$ cat src/rtl/divider_unit_pkg.sv
// Shared MDU definitions: opcodes, FSM state encoding and datapath width
// used by the sequential divider and its step logic.
package divider_unit_pkg;

  localparam int MDU_WIDTH = 32;

  localparam logic [5:0] OP_MULT = 6'b011001;
  localparam logic [5:0] OP_DIVU = 6'b011011;

  typedef enum logic [1:0] {
    IDLE = 2'd0,
    RUN  = 2'd1,
    DONE = 2'd2
  } state_e;

endpackage

$ cat src/rtl/divider_unit_if.sv
// Request/response bundle between an MDU client and the divider.
// The client (master) drives the request; the divider (slave) drives the result.
interface divider_if #(
  parameter int WIDTH = 32
);

  logic               start;
  logic [5:0]         Signal;
  logic [WIDTH-1:0]   dataA;
  logic [WIDTH-1:0]   dataB;
  logic [2*WIDTH-1:0] dataOut;
  logic               busy;
  logic               done;
  logic               div_zero;

  modport master (
    output start, Signal, dataA, dataB,
    input  dataOut, busy, done, div_zero
  );

  modport slave (
    input  start, Signal, dataA, dataB,
    output dataOut, busy, done, div_zero
  );

endinterface

$ cat src/rtl/divider_unit_step.sv
// One restoring-division step: shift {rem,quo} left by one, trial-subtract
// the divisor from the widened remainder and keep the result if no borrow.
module divider_step #(
  parameter int WIDTH = 32
) (
  input  logic [WIDTH-1:0] rem_i,
  input  logic [WIDTH-1:0] quo_i,
  input  logic [WIDTH-1:0] divisor_i,
  output logic [WIDTH-1:0] rem_o,
  output logic [WIDTH-1:0] quo_o
);

  logic [WIDTH:0]   trial;
  logic [WIDTH-1:0] shifted_rem;
  logic             borrow;

  // The extra top bit keeps the borrow visible for remainders >= 2^(WIDTH-1).
  assign trial       = {rem_i, quo_i[WIDTH-1]} - {1'b0, divisor_i};
  assign shifted_rem = {rem_i[WIDTH-2:0], quo_i[WIDTH-1]};
  assign borrow      = trial[WIDTH];

  assign rem_o = borrow ? shifted_rem : trial[WIDTH-1:0];
  assign quo_o = {quo_i[WIDTH-2:0], ~borrow};

endmodule

$ cat src/rtl/divider_unit.sv
// Sequential unsigned restoring divider: one quotient bit per clock,
// result {remainder, quotient} published only when the operation completes.
module divider_unit
  import divider_unit_pkg::*;
#(
  parameter int         WIDTH = MDU_WIDTH,
  parameter logic [5:0] DIVU  = OP_DIVU
) (
  input  logic clk,
  input  logic reset,
  divider_if.slave bus
);

  localparam int CNT_W = $clog2(WIDTH) + 1;
  localparam logic [CNT_W-1:0] LAST_CNT = CNT_W'(WIDTH - 1);

  state_e             state_q;
  logic [CNT_W-1:0]   cnt_q;
  logic [WIDTH-1:0]   rem_q;
  logic [WIDTH-1:0]   quo_q;
  logic [WIDTH-1:0]   div_q;
  logic               zero_pend_q;
  logic [2*WIDTH-1:0] data_out_q;
  logic               busy_q;
  logic               done_q;
  logic               div_zero_q;

  logic [WIDTH-1:0]   rem_d;
  logic [WIDTH-1:0]   quo_d;
  logic               accept;

  divider_step #(.WIDTH(WIDTH)) u_step (
    .rem_i     (rem_q),
    .quo_i     (quo_q),
    .divisor_i (div_q),
    .rem_o     (rem_d),
    .quo_o     (quo_d)
  );

  // A divide-by-zero takes one extra cycle to publish; no new request is taken meanwhile.
  assign accept = bus.start && (bus.Signal == DIVU) && (state_q != RUN) && !zero_pend_q;

  always_ff @(posedge clk or negedge reset) begin
    if (!reset) begin
      state_q     <= IDLE;
      cnt_q       <= '0;
      rem_q       <= '0;
      quo_q       <= '0;
      div_q       <= '0;
      zero_pend_q <= 1'b0;
      data_out_q  <= '0;
      busy_q      <= 1'b0;
      done_q      <= 1'b0;
      div_zero_q  <= 1'b0;
    end else if (accept) begin
      quo_q      <= bus.dataA;
      div_q      <= bus.dataB;
      rem_q      <= '0;
      cnt_q      <= '0;
      done_q     <= 1'b0;
      div_zero_q <= (bus.dataB == '0);
      if (bus.dataB != '0) begin
        state_q <= RUN;
        busy_q  <= 1'b1;
      end else begin
        state_q     <= IDLE;
        zero_pend_q <= 1'b1;
      end
    end else if (zero_pend_q) begin
      // Quotient register still holds the dividend here.
      zero_pend_q <= 1'b0;
      data_out_q  <= {quo_q, {WIDTH{1'b1}}};
      done_q      <= 1'b1;
      busy_q      <= 1'b0;
      state_q     <= DONE;
    end else if (state_q == RUN) begin
      rem_q <= rem_d;
      quo_q <= quo_d;
      cnt_q <= cnt_q + 1'b1;
      if (cnt_q == LAST_CNT) begin
        data_out_q <= {rem_d, quo_d};
        done_q     <= 1'b1;
        busy_q     <= 1'b0;
        state_q    <= DONE;
      end
    end
  end

  assign bus.dataOut  = data_out_q;
  assign bus.busy     = busy_q;
  assign bus.done     = done_q;
  assign bus.div_zero = div_zero_q;

endmodule

$ cat src/flat_wrapper.sv
// flat-port wrapper written by rule: the top's interface ports become plain ports
module divider_unit_flat import divider_unit_pkg::*;
#(
  parameter int         WIDTH = MDU_WIDTH,
  parameter logic [5:0] DIVU  = OP_DIVU
)
  (clk, reset, bus_start, bus_Signal, bus_dataA, bus_dataB, bus_dataOut, bus_busy, bus_done, bus_div_zero);
  divider_if #(.WIDTH(WIDTH)) bus_i ();
  input  logic clk;
  input  logic reset;
  input wire logic [$bits(bus_i.start)-1:0] bus_start;
  input wire logic [$bits(bus_i.Signal)-1:0] bus_Signal;
  input wire logic [$bits(bus_i.dataA)-1:0] bus_dataA;
  input wire logic [$bits(bus_i.dataB)-1:0] bus_dataB;
  output wire logic [$bits(bus_i.dataOut)-1:0] bus_dataOut;
  output wire logic [$bits(bus_i.busy)-1:0] bus_busy;
  output wire logic [$bits(bus_i.done)-1:0] bus_done;
  output wire logic [$bits(bus_i.div_zero)-1:0] bus_div_zero;
  assign bus_i.start = bus_start;
  assign bus_i.Signal = bus_Signal;
  assign bus_i.dataA = bus_dataA;
  assign bus_i.dataB = bus_dataB;
  assign bus_dataOut = bus_i.dataOut;
  assign bus_busy = bus_i.busy;
  assign bus_done = bus_i.done;
  assign bus_div_zero = bus_i.div_zero;
  divider_unit #(.WIDTH(WIDTH), .DIVU(DIVU)) u_core (.clk(clk), .reset(reset), .bus(bus_i));
endmodule
$ cat config.mk
export PLATFORM = sky130hd
export DESIGN_NAME = divider_unit_flat
export DESIGN_NICKNAME = d
export VERILOG_FILES = /design/src/rtl/divider_unit_pkg.sv /design/src/rtl/divider_unit_if.sv /design/src/rtl/divider_unit_step.sv /design/src/rtl/divider_unit.sv /design/src/flat_wrapper.sv
export SDC_FILE = /design/constraint.sdc
export NUM_CORES = 1
export LEC_CHECK = 0
export CAP_MARGIN = 20
export CORE_MARGIN = 4
export CORE_UTILIZATION = 59
export DETAILED_ROUTE_END_ITERATION = 7
export GPL_ROUTABILITY_DRIVEN = 0
export PLACE_DENSITY = 0.86
export RECOVER_POWER = 25
export SYNTH_ARGS = -nofsm -noshare
export SYNTH_HDL_FRONTEND = slang
export SYNTH_SLANG_ARGS = --single-unit
$ cat constraint.sdc
create_clock -name clk -period 6.24 [get_ports clk]
set_input_delay 0.624 -clock clk [delete_from_list [all_inputs] [get_ports clk]]
set_output_delay 0.624 -clock clk [all_outputs]
set_load 0.02 [all_outputs]
# --- Yosys cells after proc, flatten, opt, wreduce, memory -nomap -nowiden ---
# Index checks and enable logic that the tools add are counted.
totals:
  reg_bits: 172
  inputBits: 73
  output_inout_bits: 67
  wordCells: 65
op_classes:
  n_addsub: 2
  n_eq_ne: 7
  muxes: 29
  bitwise_logic: 2
  n_reduce_logical: 15
op_table:
  columns: ["operator", "count"]
  rows:
  - ["two-way mux 32 bit", 7]
  - ["two-way mux 64 bit", 3]
  - ["subtractor 33 x 32 -> 33 bit", 1]
  - ["logical NOT 32 bit", 1]
  - ["nonzero test 32 bit", 1]
  - ["two-way mux 6 bit", 3]
  - ["== test 6 x 5 -> 1 bit (second input constant)", 2]
  - ["two-way mux 1 bit", 12]
  - ["two-way mux 2 bit", 4]
  - ["adder 6 x 1 -> 6 bit (second input constant)", 1]
  - ["inequality test 2 bit (second input constant)", 3]
  - ["AND reduction 3 bit", 2]
  - ["nonzero test 2 bit", 3]
  - ["nonzero test 3 bit", 2]
  - ["AND reduction 2 bit", 2]
  - ["logical AND 1 bit", 3]
  - ["== test 2 x 1 -> 1 bit (second input constant)", 1]
  - ["inequality test 2 x 1 -> 1 bit (second input constant)", 1]
  - ["NOT 1 bit", 2]
  - ["logical NOT 1 bit", 1]

# --- Longest topological paths before layout ---
# Gate-level depths: netlist of run 1.
logic_depth:
  ltp_word: 6
  depth_mapped: 14
  depth_no_buf: 12

# --- By module ---
# A second synthesis of run 1 with hierarchy kept.
unflattened:
  hier_cells: 1078
  hier_area_um2: 9786.9
modules_own_cells:
  columns: ["module", "n_inst", "cells_each", "area_each_um2", "seq_area_each_um2"]
  rows:
  - ["divider_unit", 1, 742, 7195.7, 4279.1]
  - ["divider_step", 1, 336, 2591.2, 0.0]

# --- Worst setup path after synthesis of run 1 ---
# OpenSTA, ideal clock, no wires.
synth_timing:
  kind: "register to register"
  from: "reg u_core.quo_q[31]"
  to: "reg u_core.data_out_q[39], in the netlist u_core.bus.dataOut[39]"
  setup_time_ps: 126
  arrival_ps: 2983
  required_ps: 6114
  setup_slack_ps: 3131
  path_stages_with_launch: 15
  n_path_buf: 2
  synth_period_minus_slack_ps: 3109
  cell_sequence: "dfrtp_1 inv_1 ha_1 fa_1 nand2b_1 a21oi_2 o21ai_2 o41ai_4 o21ai_2 a311o_1 buf_2 buf_6 nand2_1 o21ai_1 a221o_1"
synth_between:
  elab_chain_len: 5
synth_rtl:
  columns: ["item", "line_no", "source"]
  rows:
  - ["start, declared", "divider_unit.sv:20", "logic [WIDTH-1:0] quo_q;"]
  - ["start signal, assigned", "divider_unit.sv:56", "quo_q <= bus.dataA;"]
  - ["start signal, assigned", "divider_unit.sv:78", "quo_q <= quo_d;"]
  - ["subtractor 33 x 32 -> 33 bit", "divider_unit_step.sv:18", "assign trial = {rem_i, quo_i[WIDTH-1]} - {1'b0, divisor_i};"]
  - ["two-way mux 32 bit", "divider_unit_step.sv:22", "assign rem_o = borrow ? shifted_rem : trial[WIDTH-1:0];"]
  - ["two-way mux 64 bit", "divider_unit.sv:80", "if (cnt_q == LAST_CNT) begin"]
  - ["two-way mux 64 bit", "divider_unit.sv:76", "end else if (state_q == RUN) begin"]
  - ["two-way mux 64 bit", "divider_unit.sv:69", "end else if (zero_pend_q) begin"]
  - ["end signal, assigned", "divider_unit.sv:72", "data_out_q <= {quo_q, {WIDTH{1'b1}}};"]
  - ["end signal, assigned", "divider_unit.sv:81", "data_out_q <= {rem_d, quo_d};"]
  - ["end, declared", "divider_unit.sv:23", "logic [2*WIDTH-1:0] data_out_q;"]
# Every way passes these cells. The select of a mux whose other input is x is not followed.
# A chain may end at the register's enable or synchronous reset.

# --- Worst setup path in the final report of run 1 ---
layout_timing:
  from: "reg u_core.quo_q[31]"
  to: "reg u_core.data_out_q[59], in the netlist u_core.bus.dataOut[59]"
# The elaborated chain is that of the path after synthesis.

==> results of run 1 <==
==> cells in the final DEF, fill, tap and decap left out, drive strengths merged, types with 4 or more instances in the layout <==
| cell | instances |
|---|---|
| nor3 | 10 |
| a21o | 15 |
| xnor2 | 15 |
| nor2 | 45 |
| a22o | 5 |
| ha | 33 |
| a31oi | 4 |
| nand2b | 8 |
| clkdlybuf4s50 | 138 |
| nand3b | 32 |
| a211oi | 8 |
| dfrtp | 171 |
| clkinv | 6 |
| inv | 47 |
| nand4 | 10 |
| a221o | 4 |
| a22oi | 31 |
| nor4 | 10 |
| clkbuf | 17 |
| nand2 | 225 |
| buf | 11 |
| o211ai | 4 |
| a21boi | 5 |
| mux2i | 13 |
| o21ai | 108 |
| nor3b | 24 |
| o31ai | 5 |
| nand3 | 10 |
| xor2 | 17 |
| o21a | 5 |
| a21oi | 80 |
==> through the flow <==
| step | cells | worst slack [ps] | area [µm²] | power (mW) | utilization [%] |
|---|---|---|---|---|---|
| after floorplan | 1036 | 3130 | 9220 | 2.78 | - |
| after global placement | 1335 | 2550 | 10700 | 3.21 | 70.2 |
| after detailed placement | 1335 | 2430 | 10700 | 3.27 | 70.2 |
| after CTS | 1367 | 2440 | 11300 | 4.34 | 74.0 |
| after global routing | 1367 | 2160 | 11300 | 4.62 | 74.0 |
| final | 1367 | 2390 | 11300 | 4.37 | 74.0 |
==> where the power goes <==
group | switching, mW | internal, mW | leakage, nW | total, mW
Sequential | 0.265 | 1.35 | 2.20 | 1.61
Clock | 0.491 | 0.565 | 0.281 | 1.06
Combinational | 1.06 | 0.648 | 2.67 | 1.70
Total | 1.81 | 2.56 | 5.15 | 4.37
==> state kept, by name, summed over array words and instances (netlist names) <==
register / flops
u_core.state_q: 1
u_core.bus.div_zero: 1
u_core.rem_q: 32
u_core.zero_pend_q: 1
u_core.bus.dataOut: 64
u_core.quo_q: 32
u_core.bus.busy: 1
u_core.div_q: 32
u_core.bus.done: 1
u_core.cnt_q: 6
==> how the worst min path moves through the flow <==
stage	to	depth (start not counted)	startpoint	slack, ps
floorplan	u_core.bus.busy	0	reset	330
detailed placement	u_core.bus.div_zero	1	u_core.bus.div_zero	470
CTS	u_core.div_q[9]	1	reset	350
global placement	u_core.div_q[0]	2	u_core.div_q[0]	470
global route	u_core.div_q[9]	1	reset	380
finish	u_core.div_q[9]	1	reset	300
==> area by class of cell <==
class / count / area share [%]
clock inverters: 15 / 1.41
well taps: 211 / 2.34
clock buffers: 17 / 3.77
multi-input cells: 763 / 40.2
flip-flops and latches: 171 / 37.9
inverters: 41 / 1.36
repair buffers: 149 / 13.0
==> per-layer routing <==
| metal | vias to the layer above | routed length, µm |
|---|---|---|
| met5 | - | 0 |
| met4 | 0 | 1260 |
| met2 | 363 | 12100 |
| li1 | 3840 | - |
| met1 | 3961 | 10200 |
| met3 | 98 | 1790 |
==> worst max-delay path, cell delays in order, from the launching register on <==
cell and delay [ps]:
dfrtp_1 370, inv_1 80, ha_1 210, fa_1 400, nand2b_1 200, a21oi_2 190, o21ai_2 120, o41ai_4 370
o21ai_2 180, a311oi_4 970, mux2i_1 330, a211oi_1 110, a21o_1 200
==> cells by family after synthesis <==
family / Yosys count / share of synthesized area [%]
simple gates: 390 / 19.9
xor+xnor: 32 / 3.04
compound gates: 294 / 20.0
mux: 13 / 1.41
flops: 171 / 46.4
fa+ha+maj: 34 / 4.70
buf+inv: 102 / 4.48
==> out/results.txt, run 1 <==
Sequential-to-total area share from yosys stat -> 46.4%
CTS sink count -> 171
Drt total wl -> 25.3 mm
Area occupied by multi-input gates -> 4540 µm²
Hpwl dp -> 17.7 mm
Hold Fails Final Rpt -> 0
Vias/cell -> 6.04
Initial antenna violation count -> 0
Number of cell rows -> 45
Fin nets -> 1250
Ys async rst share -> 100%
GRT overflow -> 0
Antenna diode count -> 0
I/O pin count -> 140
Gr usage total -> 28.7%
DRC viols -> 0
Top Usage Layer GRT -> met2
Post-Syn Area -> 9220 µm²
Core Box Area -> 15300 µm²
CTS HTree Levels -> 4
Area growth, synth to finish -> 22.5%
Top cell type's share of synthesized area -> 46.4%
Hold slack -> 298 ps
Pwr Density -> 387 nW/µm²
Num CTS Buffers -> 17
# setup viols final -> 0
Worst r2r src -> u_core.quo_q[31]
Clock Skew -> 8.47 ps
DR WL/cell -> 18.5 µm
Static Leak -> 5.15 nW
Setup_tns -> 0 ps
Fmax -> 0.260 GHz
Vias in the first global route -> 8133
FF/Latch Area -> 4280 µm²
Die ar. -> 17700 µm²
Min cycle time layout -> 3850 ps
Initial Utilization -> 60.4%
DIE HEIGHT -> 133 µm
Post-synth EDFFs -> 0
Post-CTS Setup Inserts -> 0
Top cells by area, synth -> dfrtp_1 46%, nand2_1 9.2%, o21ai_0 5.4%, ha_1 4.5%, a21oi_1 4.2%
Largest net degree at the start of global routing -> 104
GR Layer Usage met3 -> 6.31%
Layout fillers -> 1107
Syn_nets -> 1143
Post-CTS sizing -> 0
DRT Pass-1 Iters -> 5
Crit Path Class -> reg -> reg
Setup crit end -> u_core.bus.dataOut[59]
Met1 usage -> 36.9%
Met2 Use GR -> 45.9%
Worst R2R End -> u_core.bus.dataOut[59]
Skew-Pair Late Insertion Delay -> 430 ps
FF+latch count, synth -> 171
CTS tree -> yes
R2R setup slack -> 2390 ps
Hold Crit Class -> in -> async
Critical path peak fanout -> 14
Post-Synthesis Cells -> 1036
Post-DRT Antenna Nets -> 0
Max_slew headroom -> 28.4%
Main synth FF type -> dfrtp_1
Critical path origin -> u_core.quo_q[31]
Max Cap Viol -> 0
Worst Reg-to-Reg Cells -> 12
Distinct cells, synth -> 65
Synth warn -> 0
CTS root buf -> clkbuf_16
Avg Synthesized Cell Area -> 8.90 µm²
CP endpoint kind -> flop
RSZ-0062 raised after global routing -> no
Max Slew Vio Count -> 0
Initial drt markers -> 777
Area leader, netlist -> dfrtp_1
Worst-margin pin slew -> 1070 ps
Top-count cell post-synth -> nand2_1
Die W -> 133 µm
Critical Path RT -> 6560 ps
Final period util -> 61.7%
Post-CTS Hold Buffers -> 0
Crit path DAT -> 4170 ps
Buffers added on ports -> 139
Top post-synthesis cells by count -> 225 x nand2_1, 171 x dfrtp_1, 99 x o21ai_0
First-pass GRT wire length -> 40.9 mm
Max clock buf depth -> 2
Status -> completed
Type of origin of the critical path -> flop
Fraction of layout cells with a size suffix above 1 -> 5.54%
Worst-path clk slew -> 70 ps
Via count -> 8262
Peak VDD IR -> 0.261 mV
No activity file was read; power rests on OpenSTA's default activity.
==> run 2, diff against run 1 <==
- CORE_UTILIZATION: 59 -> 55
- PLACE_DENSITY: 0.86 -> 0.81
- clock period: 6.24 -> 4 ns (I/O delays scaled with it)
==> run 2 against run 1 <==
The run now ends with max-capacitance violations, max-slew violations left. Non-clock buffer count grew 5. First-iteration DRC count grew 3.0%. Cell count grew 1.0%. Die area grew 6.8%. Utilization shrank 5.1 points. Wire length grew 1.9%. Worst hold slack gained 160 ps. Setup slack lost 2000 ps. Power grew 58%. Sequential power grew 57%. Critical path type unchanged. Largest cell class unchanged.
==> out/results.txt, run 2 (same netlist as run 1, synthesis figures left out) <==
Core Box Area -> 16500 µm² (was 15300 µm²)
Worst R2R End -> u_core.bus.dataOut[32] (was u_core.bus.dataOut[59])
Max Slew Vio Count -> 67 (was 0)
Crit Path Class -> reg -> reg (unchanged)
DR WL/cell -> 18.7 µm (was 18.5 µm)
Skew-Pair Late Insertion Delay -> 440 ps (was 430 ps)
Die W -> 137 µm (was 133 µm)
Buffers added on ports -> 139 (unchanged)
Antenna diode count -> 0 (unchanged)
Crit path DAT -> 3920 ps (was 4170 ps)
Status -> finished, violations left (was completed)
Largest net degree at the start of global routing -> 115 (was 104)
Worst-margin pin slew -> 1610 ps (was 1070 ps)
Max_slew headroom -> -7.15% (was 28.4%)
Initial antenna violation count -> 0 (unchanged)
Final period util -> 90.0% (was 61.7%)
GRT overflow -> 0 (unchanged)
Critical path peak fanout -> 18 (was 14)
Via count -> 8180 (was 8262)
Initial drt markers -> 800 (was 777)
Failing checks -> max-capacitance violations, max-slew violations
Max clock buf depth -> 2 (unchanged)
Type of origin of the critical path -> flop (unchanged)
Crit path largest cell delay -> 570 ps (was 970 ps)
Vias in the first global route -> 8183 (was 8133)
Hpwl dp -> 17.8 mm (was 17.7 mm)
Worst Path Buf+Inv -> 2 (was 1)
DRC viols -> 0 (unchanged)
Fmax -> 0.278 GHz (was 0.260 GHz)
Fraction of layout cells with a size suffix above 1 -> 5.94% (was 5.54%)
Worst r2r src -> u_core.quo_q[31] (unchanged)
CTS tree -> yes (unchanged)
CTS root buf -> clkbuf_16 (unchanged)
Hold Crit Class -> in -> async (unchanged)
DRT Pass-1 Iters -> 6 (was 5)
CTS HTree Levels -> 4 (unchanged)
Post-CTS Setup Inserts -> 0 (unchanged)
Vias/cell -> 5.92 (was 6.04)
Hold Fails Final Rpt -> 0 (unchanged)
Number of cell rows -> 47 (was 45)
DIE HEIGHT -> 137 µm (was 133 µm)
FF/Latch Area -> 4280 µm² (unchanged)
Static Leak -> 5.19 nW (was 5.15 nW)
CP delay by family, top -> compound AO/OA/AOI/OAI gates (unchanged)
Most common cell after layout, fill and taps aside -> nand2_1 (unchanged)
Initial Utilization -> 55.8% (was 60.4%)
Area growth, synth to finish -> 23.4% (was 22.5%)
Max FFs per register -> 64 (unchanged)
Cells along the critical path -> inv_1 > ha_1 > fa_1 > nand2b_1 > a21oi_2 > o21ai_2 > o41ai_4 > o21ai_2 > a311o_2 > buf_4 > nand2_1 > o21ai_0 > a221o_1 (was inv_1 > ha_1 > fa_1 > nand2b_1 > a21oi_2 > o21ai_2 > o41ai_4 > o21ai_2 > a311oi_4 > mux2i_1 > a211oi_1 > a21o_1)
Num CTS Buffers -> 17 (unchanged)
First-pass GRT wire length -> 41.6 mm (was 40.9 mm)
Max Cap Viol -> 1 (was 0)
Highest-count cells in the layout ignoring fill and taps -> 225 x nand2_1, 170 x dfrtp_1, 138 x clkdlybuf4s50_1, 99 x o21ai_0, 78 x a21oi_1 (unchanged)
I/O pin count -> 140 (unchanged)
Fin util -> 68.8% (was 74.0%)
Gr usage total -> 28.1% (was 28.7%)
CTS sink count -> 171 (unchanged)
Layout fillers -> 1277 (was 1107)
Worst Reg-to-Reg Cells -> 13 (was 12)
Placed cell area -> 10800 µm² (was 10700 µm²)
CP max stage cell -> a311o_2 (was a311oi_4)
Worst-path clk slew -> 70 ps (about the same)
CP endpoint kind -> flop (unchanged)
Setup_tns -> 0 ps (unchanged)
Area occupied by multi-input gates -> 4540 µm² (about the same)
Design Area, Final -> 11400 µm² (was 11300 µm²)
Die ar. -> 18900 µm² (was 17700 µm²)
R2R setup slack -> 400 ps (was 2390 ps)
Post-DRT Antenna Nets -> 0 (unchanged)
# setup viols final -> 0 (unchanged)
Fin nets -> 1255 (was 1250)
Peak VDD IR -> 0.440 mV (was 0.261 mV)
Critical Path RT -> 4320 ps (was 6560 ps)
Clock Skew -> 10.5 ps (was 8.47 ps)
Drt total wl -> 25.8 mm (was 25.3 mm)
Pwr Density -> 609 nW/µm² (was 387 nW/µm²)
Most used cell, CP -> o21ai_2 (unchanged)
Min cycle time layout -> 3600 ps (was 3850 ps)
RSZ-0062 raised after global routing -> no (unchanged)
run 2: changes by cell type in the layout (fill, tap and decap cells not counted):
cell,change
a311o_1,-1
clkinv_4,-2
clkbuf_8,+2
dlygate4sd3_1,+1
clkinv_8,-1
clkbuf_2,+1
buf_4,+2
buf_12,+1
bufinv_16,+1
a311o_2,+1
run 2: metal layers:
layer / track usage (%) / wire length, µm / up-vias / part of all wire (%)
li1: - / - / 3842 / -
met1: 36.3 / 10600 / 3976 / 41
met2: 46.6 / 12800 / 300 / 50
met3: 5.99 / 1500 / 62 / 5.8
met4: 10.9 / 927 / 0 / 3.6
met5: 0 / 0 / - / 0
run 2: worst max path at each step:
| stage | from | to | slack [ps] | depth (start not counted) |
|---|---|---|---|---|
| after CTS | u_core.quo_q[31] | u_core.bus.dataOut[46] | 280 | 13 |
| after global placement | u_core.quo_q[31] | u_core.bus.dataOut[32] | 470 | 13 |
| after detailed placement | u_core.quo_q[31] | u_core.bus.dataOut[32] | 300 | 13 |
| after floorplan | u_core.quo_q[31] | u_core.bus.dataOut[39] | 890 | 14 |
| after global routing | u_core.quo_q[31] | u_core.bus.dataOut[32] | 210 | 13 |
| final | u_core.quo_q[31] | u_core.bus.dataOut[32] | 400 | 13 |
run 2: through the flow:
stage	cells	power, mW	hold slack, ps	setup slack (ps)
after floorplan	1036	4.34	104	891
after global placement	1347	5.07	469	467
after detailed placement	1347	5.15	474	299
after CTS	1379	6.88	177	283
after global routing	1381	7.33	504	211
final	1381	6.93	459	402
run 2: cell type report:
cell class	instances	area share (%)
clock buffer	19	3.98
clock inverter	13	1.36
inverter	41	1.35
tap	220	2.42
multi-input combinational	763	39.9
timing repair buffer	154	13.3
sequential	171	37.6
run 2: what timing repair did:
| action | 4_1_cts | 5_1_grt |
|---|---|---|
| gates resized for setup | 0 | 1 |
| endpoints found under the hold margin | 0 | 47 |
| hold buffers | 0 | 1 |
| endpoints found under the setup margin | 0 | 1 |
run 2: where the power goes:
group | total [mW] | internal [mW] | switching (mW) | leakage, nW
sequential | 2.52 | 2.10 | 0.417 | 2.20
combinational | 2.69 | 1.04 | 1.65 | 2.70
clock | 1.72 | 0.971 | 0.750 | 0.295
==> run 3, diff against run 2 <==
- CORE_UTILIZATION: 55 -> 53
- PLACE_DENSITY: 0.81 -> 0.79
- SKIP_LAST_GASP: unset -> 1
==> run 3 against run 2 <==
The run still ends with max-capacitance violations, max-slew violations left. Cell count about the same. Count of clock-buffer cells in the layout grew 2. Maximum frequency up 1.3%. Combinational power is essentially flat. Wire length down 0.27%. Register-to-register slack better by 50 ps. Critical path depth unchanged. Clock power hardly changed. Global-route usage down 1.7 points. Sequential cell count stayed put. Sequential power is essentially flat. Largest cell class unchanged.
==> out/results.txt, run 3 (same netlist as run 1, synthesis figures left out) <==
Skew-Pair Late Insertion Delay -> 430 ps (was 440 ps)
Hpwl dp -> 18.5 mm (was 17.8 mm)
Max FFs per register -> 64 (unchanged)
Vias/cell -> 5.93 (was 5.92)
Hold slack -> 488 ps (was 459 ps)
Post-CTS sizing -> 0 (unchanged)
Type of origin of the critical path -> flop (unchanged)
Initial antenna violation count -> 0 (unchanged)
Most common cell after layout, fill and taps aside -> nand2_1 (unchanged)
Vias in the first global route -> 8009 (was 8183)
Setup_tns -> 0 ps (unchanged)
Worst-path clk slew -> 70 ps (about the same)
Post-DRT Antenna Nets -> 0 (unchanged)
Clock Skew -> 7.30 ps (was 10.5 ps)
CTS tree -> yes (unchanged)
DR WL/cell -> 18.6 µm (was 18.7 µm)
Worst Reg-to-Reg Cells -> 13 (unchanged)
Core Box Area -> 16800 µm² (was 16500 µm²)
Hold Crit Class -> reg -> reg (was in -> async)
Min cycle time layout -> 3550 ps (was 3600 ps)
Crit path DAT -> 3870 ps (was 3920 ps)
Critical Path RT -> 4320 ps (about the same)
Fmax -> 0.282 GHz (was 0.278 GHz)
Final period util -> 88.8% (was 90.0%)
Hold Fails Final Rpt -> 0 (unchanged)
Post-CTS Hold Buffers -> 0 (unchanged)
Worst-margin pin slew -> 2590 ps (was 1610 ps)
Die ar. -> 19600 µm² (was 18900 µm²)
Via count -> 8200 (was 8180)
CTS HTree Levels -> 4 (unchanged)
Critical path peak fanout -> 9 (was 18)
Max clock buf depth -> 2 (unchanged)
Failing checks -> max-capacitance violations, max-slew violations (unchanged)
DRT Pass-1 Iters -> 6 (unchanged)
Placed cells -> 1351 (was 1347)
Initial Utilization -> 54.8% (was 55.8%)
Highest-count cells in the layout ignoring fill and taps -> 225 x nand2_1, 170 x dfrtp_1, 138 x clkdlybuf4s50_1, 99 x o21ai_0, 78 x a21oi_1 (unchanged)
Largest net degree at the start of global routing -> 106 (was 115)
RSZ-0062 raised after global routing -> no (unchanged)
Final Non-Filler Cells -> 1382 (was 1381)
Layout fillers -> 1355 (was 1277)
Hold Path Depth -> 1
Max Slew Vio Count -> 102 (was 67)
Status -> finished, violations left (unchanged)
Crit Path Class -> reg -> reg (unchanged)
Antenna diode count -> 0 (unchanged)
CTS sink count -> 171 (unchanged)
Static Leak -> 5.21 nW (was 5.19 nW)
Buffers added on ports -> 139 (unchanged)
# setup viols final -> 0 (unchanged)
Drt total wl -> 25.7 mm (was 25.8 mm)
Num CTS Buffers -> 17 (unchanged)
Fraction of layout cells with a size suffix above 1 -> 6.02% (was 5.94%)
Die W -> 140 µm (was 137 µm)
Fin nets -> 1257 (was 1255)
Gr usage total -> 26.4% (was 28.1%)
Peak VDD IR -> 0.390 mV (was 0.440 mV)
Initial drt markers -> 738 (was 800)
Max_slew headroom -> -72.9% (was -7.15%)
GRT overflow -> 0 (unchanged)
DIE HEIGHT -> 140 µm (was 137 µm)
CTS root buf -> clkbuf_16 (unchanged)
DRC viols -> 0 (unchanged)
Pwr Density -> 609 nW/µm² (about the same)
Max Cap Viol -> 1 (unchanged)
First-pass GRT wire length -> 41.7 mm (was 41.6 mm)
I/O pin count -> 140 (unchanged)
Post-CTS Setup Inserts -> 0 (unchanged)
CP endpoint kind -> flop (unchanged)
Number of cell rows -> 47 (unchanged)
Area growth, synth to finish -> 23.5% (was 23.4%)
run 3: cell count changes in the layout (fill, tap and decap cells not counted), sizes merged:
cell and change:
buf +2, inv -5, clkbuf +3, dlygate4sd3 -1, clkinvlp -1, clkinv +2
bufinv +1
run 3: metal layers:
layer	part of all wire (%)	up-vias	GRT usage, %
met2	49	302	43.0
met5	0	-	0
met3	6.1	49	4.87
met4	2.9	0	9.33
met1	43	4000	35.5
li1	-	3849	-
run 3: critical path: stages, from the launching register on:
cell and delay (ps):
dfrtp_1 380, inv_1 80, ha_1 220, fa_1 420
nand2b_1 190, a21oi_2 200, o21ai_2 120, o41ai_4 380
o21ai_2 180, a311oi_4 340, buf_4 250, mux2i_1 340
a211oi_1 140, a21o_1 210
run 3: path summary, 6_finish.rpt:
path,slack (ps),startpoint,end
setup / recovery,450,u_core.quo_q[31],u_core.bus.dataOut[58]
hold / removal,490,u_core.bus.div_zero,u_core.bus.div_zero
setup reg to reg,450,u_core.quo_q[31],u_core.bus.dataOut[58]
hold reg to reg,490,u_core.bus.div_zero,u_core.bus.div_zero
max in group asynchronous,1310,reset,u_core.rem_q[18]
min in group asynchronous,720,reset,u_core.div_q[10]
run 3: metrics by stage:
stage          instance area (µm²)  util (%)  worst slack [ps]  power, mW
2_1_floorplan                 9220         -               891       4.34
3_3_place_gp                 10800      64.0               459       5.08
3_5_place_dp                 10800      64.0               284       5.17
4_1_cts                      11400      67.7               235       6.91
5_1_grt                      11400      67.7               262       7.37
6_report                     11400      67.7               448       6.93
run 3: cell type report:
| class | count | area [µm²] | share of cell area (%) |
|---|---|---|---|
| clock inverters | 10 | 139 | 1.22 |
| repair buffers | 156 | 1510 | 13.3 |
| well taps | 220 | 275 | 2.42 |
| clock buffers | 21 | 480 | 4.22 |
| flip-flops and latches | 171 | 4280 | 37.6 |
| inverters | 41 | 154 | 1.35 |
| multi-input cells | 763 | 4540 | 39.9 |
run 3: power breakdown:
group	total [mW]	internal (mW)	switching [mW]
combinational	2.68	1.04	1.64
sequential	2.52	2.10	0.417
clock	1.73	1.05	0.688
total	6.93	4.19	2.74
